**config.mk**
```make
export PLATFORM = sky130hd
export DESIGN_NAME = decode_result_arbiter
export DESIGN_NICKNAME = d
export VERILOG_FILES = /design/src/rtl/decode_result_arbiter.sv
export SDC_FILE = /design/constraint.sdc
export NUM_CORES = 1
export LEC_CHECK = 0
export ABC_AREA = 1
export CAP_MARGIN = 10
export CORE_AREA = 8 8 391 393
export CTS_CLUSTER_SIZE = 8
export DETAILED_ROUTE_END_ITERATION = 16
export DIE_AREA = 0 0 399 401
export GPL_TIMING_DRIVEN = 0
export PLACE_DENSITY = 0.49
export SLEW_MARGIN = 20
export SYNTH_ARGS = -nofsm -noshare
export SYNTH_HDL_FRONTEND = slang
export SYNTH_SLANG_ARGS = --single-unit
```
**constraint.sdc**
```tcl
create_clock -name clk -period 13.44 [get_ports clk]
set_input_delay 1.344 -clock clk [delete_from_list [all_inputs] [get_ports clk]]
set_output_delay 1.344 -clock clk [all_outputs]
set_load 0.03 [all_outputs]
```
**src/rtl/decode_result_arbiter.sv**
```systemverilog
// Round-robin arbiter merging four one-cycle decoded-message pulses into a single valid/ready output stream.
// Optional drop counter enabled by defining DECODE_ARB_DROP_CNT_EN.
module decode_result_arbiter #(
    parameter int unsigned DATA_W = 200
) (
    input  logic                  clk,
    input  logic                  rst_n,
    input  logic [3:0]            src_valid,
    input  logic [4*DATA_W-1:0]   src_data,
    output logic                  out_valid,
    input  logic                  out_ready,
    output logic [1:0]            out_type,
    output logic [DATA_W-1:0]     out_data,
    output logic                  busy,
    output logic [15:0]           drop_count
);

    localparam int unsigned NSRC = 4;

    logic [NSRC-1:0]   slot_full;
    logic [NSRC-1:0]   slot_full_nxt;
    logic [DATA_W-1:0] slot_data [NSRC];
    logic [1:0]        rr_ptr;
    logic [1:0]        gnt_idx;
    logic              gnt_any;
    logic [NSRC-1:0]   gnt_oh;
    logic [NSRC-1:0]   cap;
    logic              out_free;
    logic              out_valid_nxt;

    // Round-robin search from rr_ptr for the first full slot when the output can take a result.
    always_comb begin : grant_search
        logic [1:0] idx;
        idx      = '0;
        out_free = !out_valid || out_ready;
        gnt_any  = 1'b0;
        gnt_idx  = rr_ptr;
        for (int k = 0; k < int'(NSRC); k++) begin
            idx = rr_ptr + 2'(k);
            if (out_free && !gnt_any && slot_full[idx]) begin
                gnt_any = 1'b1;
                gnt_idx = idx;
            end
        end
        gnt_oh        = gnt_any ? (4'b0001 << gnt_idx) : 4'b0000;
        cap           = src_valid & (~slot_full | gnt_oh);
        slot_full_nxt = cap | (slot_full & ~gnt_oh);
        out_valid_nxt = gnt_any | (out_valid & !out_free);
    end

    always_ff @(posedge clk or negedge rst_n) begin
        if (!rst_n) begin
            slot_full <= '0;
            rr_ptr    <= '0;
            out_valid <= 1'b0;
            out_type  <= '0;
            out_data  <= '0;
            busy      <= 1'b0;
        end else begin
            slot_full <= slot_full_nxt;
            out_valid <= out_valid_nxt;
            busy      <= (|slot_full_nxt) | out_valid_nxt;
            if (gnt_any) begin
                rr_ptr   <= gnt_idx + 2'd1;
                out_type <= gnt_idx;
                out_data <= slot_data[gnt_idx];
            end
        end
    end

    // Slot payloads are only meaningful while slot_full is set, so they need no reset.
    always_ff @(posedge clk) begin
        for (int i = 0; i < int'(NSRC); i++) begin
            if (cap[i]) begin
                slot_data[i] <= src_data[i*DATA_W +: DATA_W];
            end
        end
    end

`ifdef DECODE_ARB_DROP_CNT_EN
    logic [NSRC-1:0] drop;
    logic [2:0]      drop_n;
    logic [16:0]     drop_sum;

    always_comb begin
        drop     = src_valid & slot_full & ~gnt_oh;
        drop_n   = 3'(drop[0]) + 3'(drop[1]) + 3'(drop[2]) + 3'(drop[3]);
        drop_sum = {1'b0, drop_count} + 17'(drop_n);
    end

    always_ff @(posedge clk or negedge rst_n) begin
        if (!rst_n) begin
            drop_count <= '0;
        end else begin
            drop_count <= drop_sum[16] ? 16'hFFFF : drop_sum[15:0];
        end
    end
`else
    assign drop_count = 16'h0000;
`endif

endmodule

```
# [Yosys cells after proc, flatten, opt, wreduce, memory -nomap -nowiden]
# Memory sizes are Yosys's and may differ from the RTL's. A register that Yosys moved wholly into a read port is not among the register bits.
# Index checks and enable logic that the tools add are counted.
[op_classes] add_sub_neg=4 order_cmp=4 shifts=1 n_mux=24 bitwise_logic=9 n_reduce_logical=15
[ops] op="2-to-1 mux 1 bit" count=16
[ops] op="less-than comparator 2 x 3 -> 1 bit, second input constant" count=4
[ops] op="bitwise AND 4 bit" count=2
[ops] op="binary-select mux 1 bit (select 2 bit)" count=4
[ops] op="inverter 4 bit" count=2
[ops] op="bitwise OR 4 bit" count=2
[ops] op="logical AND 1 bit" count=7
[ops] op="zero test 1 bit" count=6
[ops] op="2-to-1 mux 2 bit" count=3
[ops] op="adder 2 x 1 -> 2 bit, second input constant" count=2
[ops] op="adder 2 bit, second input constant" count=2
[ops] op="2-to-1 mux 4 bit" count=1
[ops] op="OR reduction 4 bit" count=1
[ops] op="<< shifter 1 x 2 -> 4 bit, first input constant" count=1
[ops] op="bitwise OR 1 bit" count=2
[ops] op="bitwise AND 1 bit" count=1
[ops] op="logical OR 1 bit" count=1
[word_totals] ff_bits=10 mem_bits_rw=800 out_inout_bits=220 elab_cells=63 mem_count=1
[memory_table] name="slot_data" words=4 word_bits=200 rd=1 rd_clocked_by_memory_dff=1 wr=4 line="22" text="logic [DATA_W-1:0] slot_data [NSRC];"

# [Longest topological paths before layout]
# Gate-level depths: netlist of the first run.
[depth] depth_word=23 depth_mapped=20 ltp_nobuf=17

# [Least setup slack after synthesis of the first run]
# No wires, ideal clock.
[synth_timing] path_type="input to register" startpoint="input out_ready" endpoint="memory slot_data[1][0] (enable)" arrival_ns=12.090 setup_slack_ns=0.524 path_stages=11 path_buffers=1 path_cell_list="inv_1 nand2_1 nand2_1 nor2_2 nand3_1 nand2_1 nand2_2 nor2_1 buf_4 nand2_1 a21oi_1"
[synth_lines] item="from (decl)" line="11" text="input logic out_ready,"
[synth_lines] item="to (decl)" line="22"

==> results of run 1 <==
==> routing by layer <==
| layer | wire [µm] | vias to the layer above | part of all wire (%) |
|---|---|---|---|
| met4 | 4380 | 44 | 2.6 |
| met5 | 281 | - | 0.16 |
| met2 | 86400 | 1192 | 51 |
| li1 | - | 13500 | - |
| met3 | 17700 | 276 | 10 |
| met1 | 61900 | 14100 | 36 |
==> path summary, 6_finish.rpt <==
kind / depth (start not counted) / end
setup / recovery: 20 / slot_data[1][193]
hold / removal: 1 / out_data[149]
setup reg to reg: 21 / slot_data[1][193]
hold reg to reg: 2 / out_data[14]
max in group asynchronous: 3 / out_data[76]
min in group clk: 2 / out_data[14]
==> layout make-up <==
| cell class | instances | area share, % |
|---|---|---|
| multi-input combinational | 2009 | 14.5 |
| antenna | 33 | 0.145 |
| clock inverter | 11 | 0.320 |
| clock buffer | 250 | 7.21 |
| inverter | 17 | 0.112 |
| tap | 1930 | 4.23 |
| timing repair buffer | 1066 | 20.4 |
| buffer | 194 | 1.81 |
| sequential | 1010 | 51.3 |
==> metrics by stage <==
stage	hold slack (ns)	util [%]	total power, mW	area [µm²]	setup slack, ns
global route	0.452	38.9	18.1	57000	8.01
detailed placement	0.464	35.9	13.7	52700	7.43
finish	0.468	38.9	17.0	57100	8.31
global placement	0.462	34.8	13.4	51100	-9.75
CTS	0.427	38.8	17.3	57000	8.25
floorplan	0.475	-	10.0	38600	0.524
==> sequential cells by signal (all words and copies together) (netlist names) <==
signal / count
busy: 1
out_valid: 1
slot_full: 4
rr_ptr: 2
out_type: 2
out_data: 200
slot_data: 800
==> synth_stat cells (all sizes together) <==
cell type  instances
clkbuf            62
o21ai            100
edfxtp           800
o21bai             1
conb               1
o211ai             1
nand2           1359
buf              132
nand4            104
nor2             211
a21oi              6
dfrtp            210
inv               17
nand3            211
==> logic make-up after synthesis <==
logic type,share of synthesized area (%)
buffers and inverters,2.84
flip-flops,76.0
other,0.00973
AND/OR/NAND/NOR,19.8
AO/OA/AOI/OAI,1.43
==> critical path: stages <==
cell and delay [ns]:
clkdlybuf4s50_1 0.47, inv_1 0.04, nand2_1 0.33, nand3_1 0.26, inv_1 0.10, nand2_1 0.07, nand2_1 0.07, nand2_1 0.05
nand3_1 0.08, nand2_2 0.28, buf_2 0.42, inv_1 0.14, nand2_1 0.12, a21oi_4 0.60, buf_16 0.23, buf_16 0.16
buf_16 0.18, buf_16 0.18, buf_16 0.18, buf_16 0.17
==> report_power, final <==
group / total (mW) / switching, mW / internal, mW
sequential: 5.28 / 0.452 / 4.83
clock: 3.51 / 1.41 / 2.09
combinational: 8.20 / 5.57 / 2.63
total: 17.0 / 7.43 / 9.55
==> run_results.csv, run 1 <==
group,metric,value,unit
worst_setup_path,worstSetupStartpointType,"input port",
clock_network,numClockSinks,1010,
synth,ys_types,23,
worst_setup_path,startpoint,"out_ready",
finish,nFillCells,14300,
global_routing,top_usage_layer,"met2",
global_routing,grt_pass1_vias,29900,
synth,ys_ff_latch,1010,
worst_setup_path,endpoint_kind,"flip-flop",
clock_network,clock_latency,0.77,ns
synth,synth_top_area_cell,"edfxtp_1",
finish,post_route_cells_drive_above_1_share,8.08,%
timing,rsz0062_at_grt,"no",
synth,synth_top_area_share,62.3,%
route,vias,29100,
power,p_leak,22.2,nW
clock_network,cts_resized,0,
worst_setup_path,cp_max_fo,19,
job,cap_viol_max_count,0,
placement,dp_hpwl,132000,µm
hold_path,worst_hold_path_type,"in -> async",
route,vias_per_cell,4.46,
worst_setup_path,reg2reg_from,"rr_ptr[0]",
power,peakVddDrop,125,µV
die,die_area,0.160,mm²
timing,worst_pin_slew,0.971,ns
timing,period_share,38.2,%
timing,finalClockSkew,0.0309,ns
die,coreArea,0.147,mm²
worst_setup_path,ff2ff_setup_slack,9.00,ns
clock_network,cts.path.max_buffers,3,
global_routing,met3_usage,8.56,%
clock_network,h-tree-depth,4,
synth,synth_area_leaders,"edfxtp_1 62%, dfrtp_1 14%, nand2_1 13%",
global_routing,antenna_found_initial,85,
timing,fin_setup_tns,0,ns
placement,placed_cells,6226,
finish,multi_input_area,0.00827,mm²
die,fp.dieH,401,µm
timing,setup_viol,0,
placement,port_buffers,1010,
timing,finalHoldViolCount,0,
timing,min_period,5.13,ns
synth,yosysWarnings,0,
global_routing,grtUsageMet1,22.5,%
clock_network,cts_tree,"yes",
global_routing,grt_use_met2,36.2,%
die,start_util,26.3,%
worst_setup_path,critical_path_required,13.90,ns
finish,syn_to_final_growth,48.1,%
status,outcome,"complete, no violations",
synth,synth_cells,3215,
route,wirelength,171000,µm
global_routing,grt_pass1_wl,232000,µm
route,wl_per_cell,26.2,µm
die,pin_count,1027,
clock_network,clkTransAtPathRegs,0.05,ns
placement,gp_congestion,0.858,
die,rows,141,
clock_network,cts-root-buf,"clkbuf_16",
global_routing,grt_max_degree,68,
finish,finalNetCount,5251,
synth,seq_area_frac_synth,76.0,%
worst_setup_path,cp.arrival,5.59,ns
synth,avgSynthCellArea,12.0,µm²
finish,layout.cells.non_filler,6520,
clock_network,post_cts_buffers,0,
finish,seqCellArea,0.0293,mm²
worst_setup_path,path_class,"in -> reg",
synth,syn_area,0.0385,mm²
route,drtPass1Iterations,5,
die,die_w,399,µm
global_routing,grt-ovfl-total,0,
clock_network,cts_made_buffers,146,
timing,slew_viol_final,0,
global_routing,grt_use_total,20.6,%
timing,slew_headroom,35.2,%
finish,final_cell_mix,"1,355 x nand2_1, 1,009 x clkdlybuf4s50_1, 800 x edfxtp_1",
route,drc,0,
power,power_per_cell_area,298,mW/mm²
timing,fmax,0.195,GHz
route,drtIter0Drc,2036,
clock_network,cts_hold_buf,0,
finish,final_common_cell,"nand2_1",
route,drt.antenna.violating_nets,0,
Power figures use the tool's default switching activity.
==> run 2, diff against run 1 <==
CORE_AREA = 8 8 396 398   (was 8 8 391 393)
DIE_AREA = 0 0 404 406   (was 0 0 399 401)
clock period = 4.7 ns   (was 13.44 ns; I/O delays follow)
==> run 2 against run 1 <==
Compared with the run above:
- design area rose by 0.59%
- clock skew fell by 0.0074 ns
- first-iteration DRC count rose by 4.4%
- sequential power rose to 2.8 times the previous value
- setup slack got worse by 7.5 ns
- wire length fell by 1.6%
- die area rose by 2.5%
- critical path depth fell by 4
- final cell count rose by 1.7%
- global-route usage fell by 0.90 points
- non-clock buffer count rose by 3
- via count rose by 0.15%
- critical endpoint is now slot_data[3][181]
- largest cell class unchanged
- largest power group unchanged
- highest routed layer unchanged
==> run_results.csv, run 2 (synthesis results as in run 1) <==
group,metric,value,unit
finish,regMostFlops,"slot_data",
global_routing,grt_use_total,19.7,%
placement,placed_area,0.0529,mm²
clock_network,cts_tree,"yes",
finish,reg_top3,"slot_data (800), out_data (200), slot_full (4)",
finish,finalNetCount,5254,
timing,fin_setup_tns,0,ns
finish,multi_input_area,0.00830,mm²
route,wirelength,168000,µm
route,wl_per_cell,25.3,µm
worst_setup_path,endpoint_kind,"flip-flop",
global_routing,grt_max_degree,74,
die,die_area,0.164,mm²
clock_network,cts-root-buf,"clkbuf_16",
worst_setup_path,r2r.worst_path.cells,16,
clock_network,post_cts_buffers,0,
die,rows,143,
timing,rsz0062_at_grt,"no",
clock_network,cts_resized,0,
worst_setup_path,critical_path_required,5.15,ns
finish,layout.cells.non_filler,6632,
placement,placed_cells,6328,
finish,finalCoreUtilization,38.1,%
finish,final_common_cell,"nand2_1",
power,power_per_cell_area,849,mW/mm²
power,peakVddDrop,557,µV
worst_setup_path,worstSetupStartpointType,"flip-flop",
power,p_leak,22.3,nW
clock_network,h-tree-depth,4,
timing,finalHoldViolCount,0,
clock_network,cts_hold_buf,1,
job,cap_viol_max_count,0,
worst_setup_path,path_buf_inv,6,
timing,fmax,0.259,GHz
worst_setup_path,crit_path_cell_trace,"inv_2 -> nand2_1 -> nand2_2 -> nand2_1 -> nand2_1 -> nand4_1 -> nand3_1 -> nand3_1 -> nand2_2 -> buf_4 -> nand2_1 -> a21oi_4 -> buf_16 -> buf_16 -> buf_16 -> buf_16",
worst_setup_path,ff2ff_setup_slack,0.84,ns
timing,period_share,82.1,%
timing,finalClockSkew,0.0235,ns
route,vias,29100,
route,drc,0,
die,fp.dieH,406,µm
finish,post_route_cells_drive_above_1_share,8.38,%
route,drtIter0Drc,2126,
placement,place_ws,0.331,ns
worst_setup_path,cp_max_fo,20,
status,outcome,"complete, no violations",
finish,seqCellArea,0.0293,mm²
finish,syn_to_final_growth,49.0,%
finish,nFillCells,14800,
die,coreArea,0.151,mm²
clock_network,clock_latency,0.75,ns
route,drtPass1Iterations,5,
finish,fin_area,0.0574,mm²
placement,dp_hpwl,130000,µm
global_routing,grt-ovfl-total,0,
global_routing,grt_pass1_wl,229000,µm
finish,final_cell_mix,"1,350 x nand2_1, 1,009 x clkdlybuf4s50_1, 800 x edfxtp_1",
placement,port_buffers,1010,
timing,slew_headroom,46.6,%
timing,worst_pin_slew,0.801,ns
clock_network,clkTransAtPathRegs,0.05,ns
route,drt.antenna.violating_nets,0,
worst_setup_path,reg2reg_from,"rr_ptr[1]",
die,pin_count,1027,
worst_setup_path,path_class,"reg -> reg",
finish,largest_register_ffs,800,
die,die_w,404,µm
timing,min_period,3.86,ns
timing,worst_slack,0.841,ns
timing,slew_viol_final,0,
hold_path,worst_hold_path_type,"in -> async",
clock_network,cts_made_buffers,146,
timing,setup_viol,0,
route,vias_per_cell,4.39,
clock_network,numClockSinks,1010,
worst_setup_path,slowest_delay,0.63,ns
die,start_util,25.6,%
global_routing,antenna_found_initial,83,
worst_setup_path,rr_endpoint,"slot_data[3][181]",
worst_setup_path,cp_slowest_cell,"a21oi_4",
worst_setup_path,cp.arrival,4.31,ns
timing,whs,0.0990,ns
worst_setup_path,critPathTopFamily,"buffers and inverters",
placement,gp_congestion,0.905,
global_routing,grt_pass1_vias,30100,
clock_network,cts.path.max_buffers,3,
power,total_power,48.8,mW
run 2: cell count changes in the layout (fill, tap and decap cells not counted), moves of 3 or more:
cell / delta
buf_16: -3
buf_6: +3
buf_8: +4
clkbuf_1: +7
clkbuf_8: -3
clkinv_2: +3
clkinv_8: +3
inv_6: -3
nand2_1: -5
nand2_2: +5
run 2: power by group:
group          internal [mW]  total, mW  switching [mW]
registers               13.8       15.0            1.21
logic                   7.55       23.5            16.0
clock network           6.11       10.2            4.12
run 2: area by class of cell:
cell class / instances / share of cell area (%)
Sequential cell: 1010 / 51.0
Timing Repair Buffer: 1069 / 20.3
Multi-Input combinational cell: 2009 / 14.5
Clock buffer: 255 / 7.22
Tap cell: 2030 / 4.42
Buffer: 194 / 1.83
Clock inverter: 16 / 0.527
Antenna cell: 32 / 0.139
Inverter: 17 / 0.111
run 2: how the worst max path moves through the flow:
stage / start / end / depth (start not counted)
2_1_floorplan: rr_ptr[0] / slot_data[0][0] / 13
3_3_place_gp: rst_n / out_data[10] / 1
3_5_place_dp: out_ready / slot_data[0][39] / 14
4_1_cts: rr_ptr[1] / slot_data[0][54] / 15
5_1_grt: rr_ptr[1] / slot_data[0][54] / 15
6_report: rr_ptr[1] / slot_data[3][181] / 16
run 2: layer usage:
| metal | wire [µm] | vias to the layer above | track usage [%] |
|---|---|---|---|
| met5 | 292 | - | 0 |
| met4 | 5180 | 48 | 6.55 |
| met3 | 15200 | 313 | 7.24 |
| met2 | 83600 | 1158 | 34.1 |
| met1 | 63700 | 14100 | 22.5 |
| li1 | - | 13500 | - |
run 2: worst register-to-register path, delay by kind of cell (launching register included):
family / cells / cell delay, ns
AO/OA/AOI/OAI: 1 / 0.63
buffers and inverters: 6 / 1.35
AND/OR/NAND/NOR: 9 / 1.11
flip-flops: 1 / 0.47
==> run 3, diff against run 2 <==
CORE_AREA = 8 8 391 393   (was 8 8 396 398)
DIE_AREA = 0 0 399 401   (was 0 0 404 406)
clock period = 3.8 ns   (was 4.7 ns; I/O delays follow)
==> run 3 against run 2 <==
Compared with the run above:
- sequential power rose by 24%
- total power grew 24%
- non-clock buffer count is 3 higher
- global-route usage up 0.44 points
- sequential share of layout area up 0.16 points
- register-to-register slack lost 0.64 ns
- critical path type unchanged
- die area shrank 2.5%
- setup slack worse by 0.64 ns
- final cell count fell by 1.3%
- maximum frequency rose by 7.3%
==> run_results.csv, run 3 (synthesis results as in run 1) <==
group,metric,value,unit
status,outcome,"complete, no violations",
clock_network,cts-root-buf,"clkbuf_16",
finish,post_route_cells_drive_above_1_share,8.44,%
worst_setup_path,critical_path_required,4.24,ns
global_routing,grt_max_degree,76,
finish,syn_to_final_growth,48.5,%
timing,slew_headroom,30.6,%
job,cap_viol_max_count,0,
global_routing,grt_use_met2,34.2,%
worst_setup_path,endpoint_kind,"flip-flop",
clock_network,clkTransAtPathRegs,0.06,ns
die,die_w,399,µm
route,wl_per_cell,25.6,µm
worst_setup_path,cp_slowest_cell,"dfrtp_2",
finish,largest_register_ffs,800,
global_routing,top_usage_layer,"met2",
finish,layout.cells.non_filler,6548,
timing,fmax,0.278,GHz
power,peakVddDrop,529,µV
timing,min_period,3.60,ns
clock_network,cts_made_buffers,146,
die,rows,141,
finish,finalCoreUtilization,39.0,%
worst_setup_path,cp.arrival,4.03,ns
finish,fin_area,0.0572,mm²
global_routing,antenna_found_initial,100,
placement,placed_cells,6223,
die,pin_count,1027,
power,p_leak,22.2,nW
global_routing,grt_pass1_vias,29900,
finish,nFillCells,14300,
finish,final_common_cell,"nand2_1",
timing,finalHoldViolCount,0,
route,drc,0,
die,fp.dieH,401,µm
worst_setup_path,worstSetupStartpointType,"flip-flop",
route,drt.antenna.violating_nets,0,
route,drtPass1Iterations,5,
global_routing,grtUsageMet1,22.2,%
hold_path,worst_hold_path_type,"in -> reg",
power,total_power,60.5,mW
finish,finalNetCount,5257,
global_routing,met3_usage,8.72,%
timing,fin_setup_tns,0,ns
placement,gp_congestion,0.853,
worst_setup_path,path_class,"reg -> reg",
finish,multi_input_area,0.00833,mm²
worst_setup_path,slowest_delay,0.46,ns
placement,dp_hpwl,128000,µm
clock_network,clock_latency,0.74,ns
worst_setup_path,crit_path_cell_trace,"inv_2 -> nand2_1 -> nand2_2 -> nand2_1 -> nand2_1 -> nand4_1 -> nand3_1 -> nand3_1 -> nand2_8 -> buf_12 -> nand2_1 -> a21oi_4 -> buf_16 -> buf_16 -> buf_16 -> buf_16 -> buf_16",
global_routing,grt_pass1_wl,228000,µm
timing,slew_viol_final,0,
route,wirelength,167000,µm
die,die_area,0.160,mm²
route,drtIter0Drc,2270,
clock_network,cts.path.max_buffers,3,
clock_network,cts_tree,"yes",
timing,period_share,94.7,%
die,start_util,26.3,%
finish,final_cell_mix,"1,350 x nand2_1, 1,009 x clkdlybuf4s50_1, 800 x edfxtp_1",
power,power_per_cell_area,1060,mW/mm²
route,vias,29100,
placement,port_buffers,1010,
worst_setup_path,cp_max_fo,20,
worst_setup_path,cp_common_cell,"buf_16",
placement,placed_area,0.0526,mm²
global_routing,grt-ovfl-total,0,
timing,worst_pin_slew,1.04,ns
clock_network,h-tree-depth,4,
finish,regMostFlops,"slot_data",
timing,setup_viol,0,
die,coreArea,0.147,mm²
route,vias_per_cell,4.45,
finish,reg_top3,"slot_data (800), out_data (200), slot_full (4)",
global_routing,grt_use_total,20.1,%
timing,finalClockSkew,0.0226,ns
finish,seqCellArea,0.0293,mm²
clock_network,numClockSinks,1010,
## run 3: cell types whose count changed in the layout (fill, tap and decap cells not counted), sizes merged
cell    previous run  this run
clkinv             9         6
clkbuf           317       309
buf              191       194
diode             32        56
## run 3: what timing repair did
item / in CTS / in global routing
gates resized for setup: 6 / 4
endpoints found under the hold margin: 64 / 0
buffers inserted: 4 / 4
setup endpoints to repair: 330 / 153
hold buffers: 1 / 0
pin swaps: 4 / 2
## run 3: final timing paths
kind	startpoint	endpoint	slack, ns	depth (start not counted)
max	rr_ptr[1]	slot_data[3][178]	0.20	17
min	src_data[91]	slot_data[0][91]	0.19	1
max reg2reg	rr_ptr[1]	slot_data[3][178]	0.20	17
min reg2reg	out_data[150]	out_data[150]	0.48	2
max in group asynchronous	rst_n	out_data[162]	2.57	3
min in group asynchronous	rst_n	out_data[66]	0.21	2
## run 3: cell type report
class                           count  share of cell area [%]
Clock inverter                     13                   0.372
Tap cell                         1930                    4.22
Multi-Input combinational cell   2009                    14.5
Antenna cell                       56                   0.245
Buffer                            194                    1.88
Inverter                           17                   0.111
Clock buffer                      247                    7.21
Sequential cell                  1010                    51.1
Timing Repair Buffer             1072                    20.3
## run 3: where the power goes
part	switching (mW)	leakage [nW]	internal (mW)	total (mW)
Sequential	1.56	9.95	17.1	18.6
Clock	4.94	2.07	7.50	12.4
Combinational	20.0	10.2	9.41	29.4
Total	26.5	22.2	34.0	60.5
## run 3: stage by stage
stage               hold WS [ns]  setup WS (ns)
finish                     0.187          0.203
global route               0.128        -0.0192
CTS                        0.109         0.0367
detailed placement         0.432          -1.07
global placement           0.461          -9.30
floorplan                 0.0844          -1.46
## run 3: routing by layer
| metal | routed length (µm) | part of all wire [%] | vias to the layer above |
|---|---|---|---|
| met3 | 17500 | 10 | 312 |
| met5 | 484 | 0.29 | - |
| met2 | 82700 | 49 | 1211 |
| met4 | 5340 | 3.2 | 76 |
| met1 | 61400 | 37 | 14000 |
| li1 | - | - | 13500 |
## run 3: critical path, delay by kind of cell, from the launching register on
kind,cells,cell delay [ns]
AO/OA/AOI/OAI,1,0.36
AND/OR/NAND/NOR,9,1.07
buffers and inverters,7,1.31
flip-flops,1,0.46
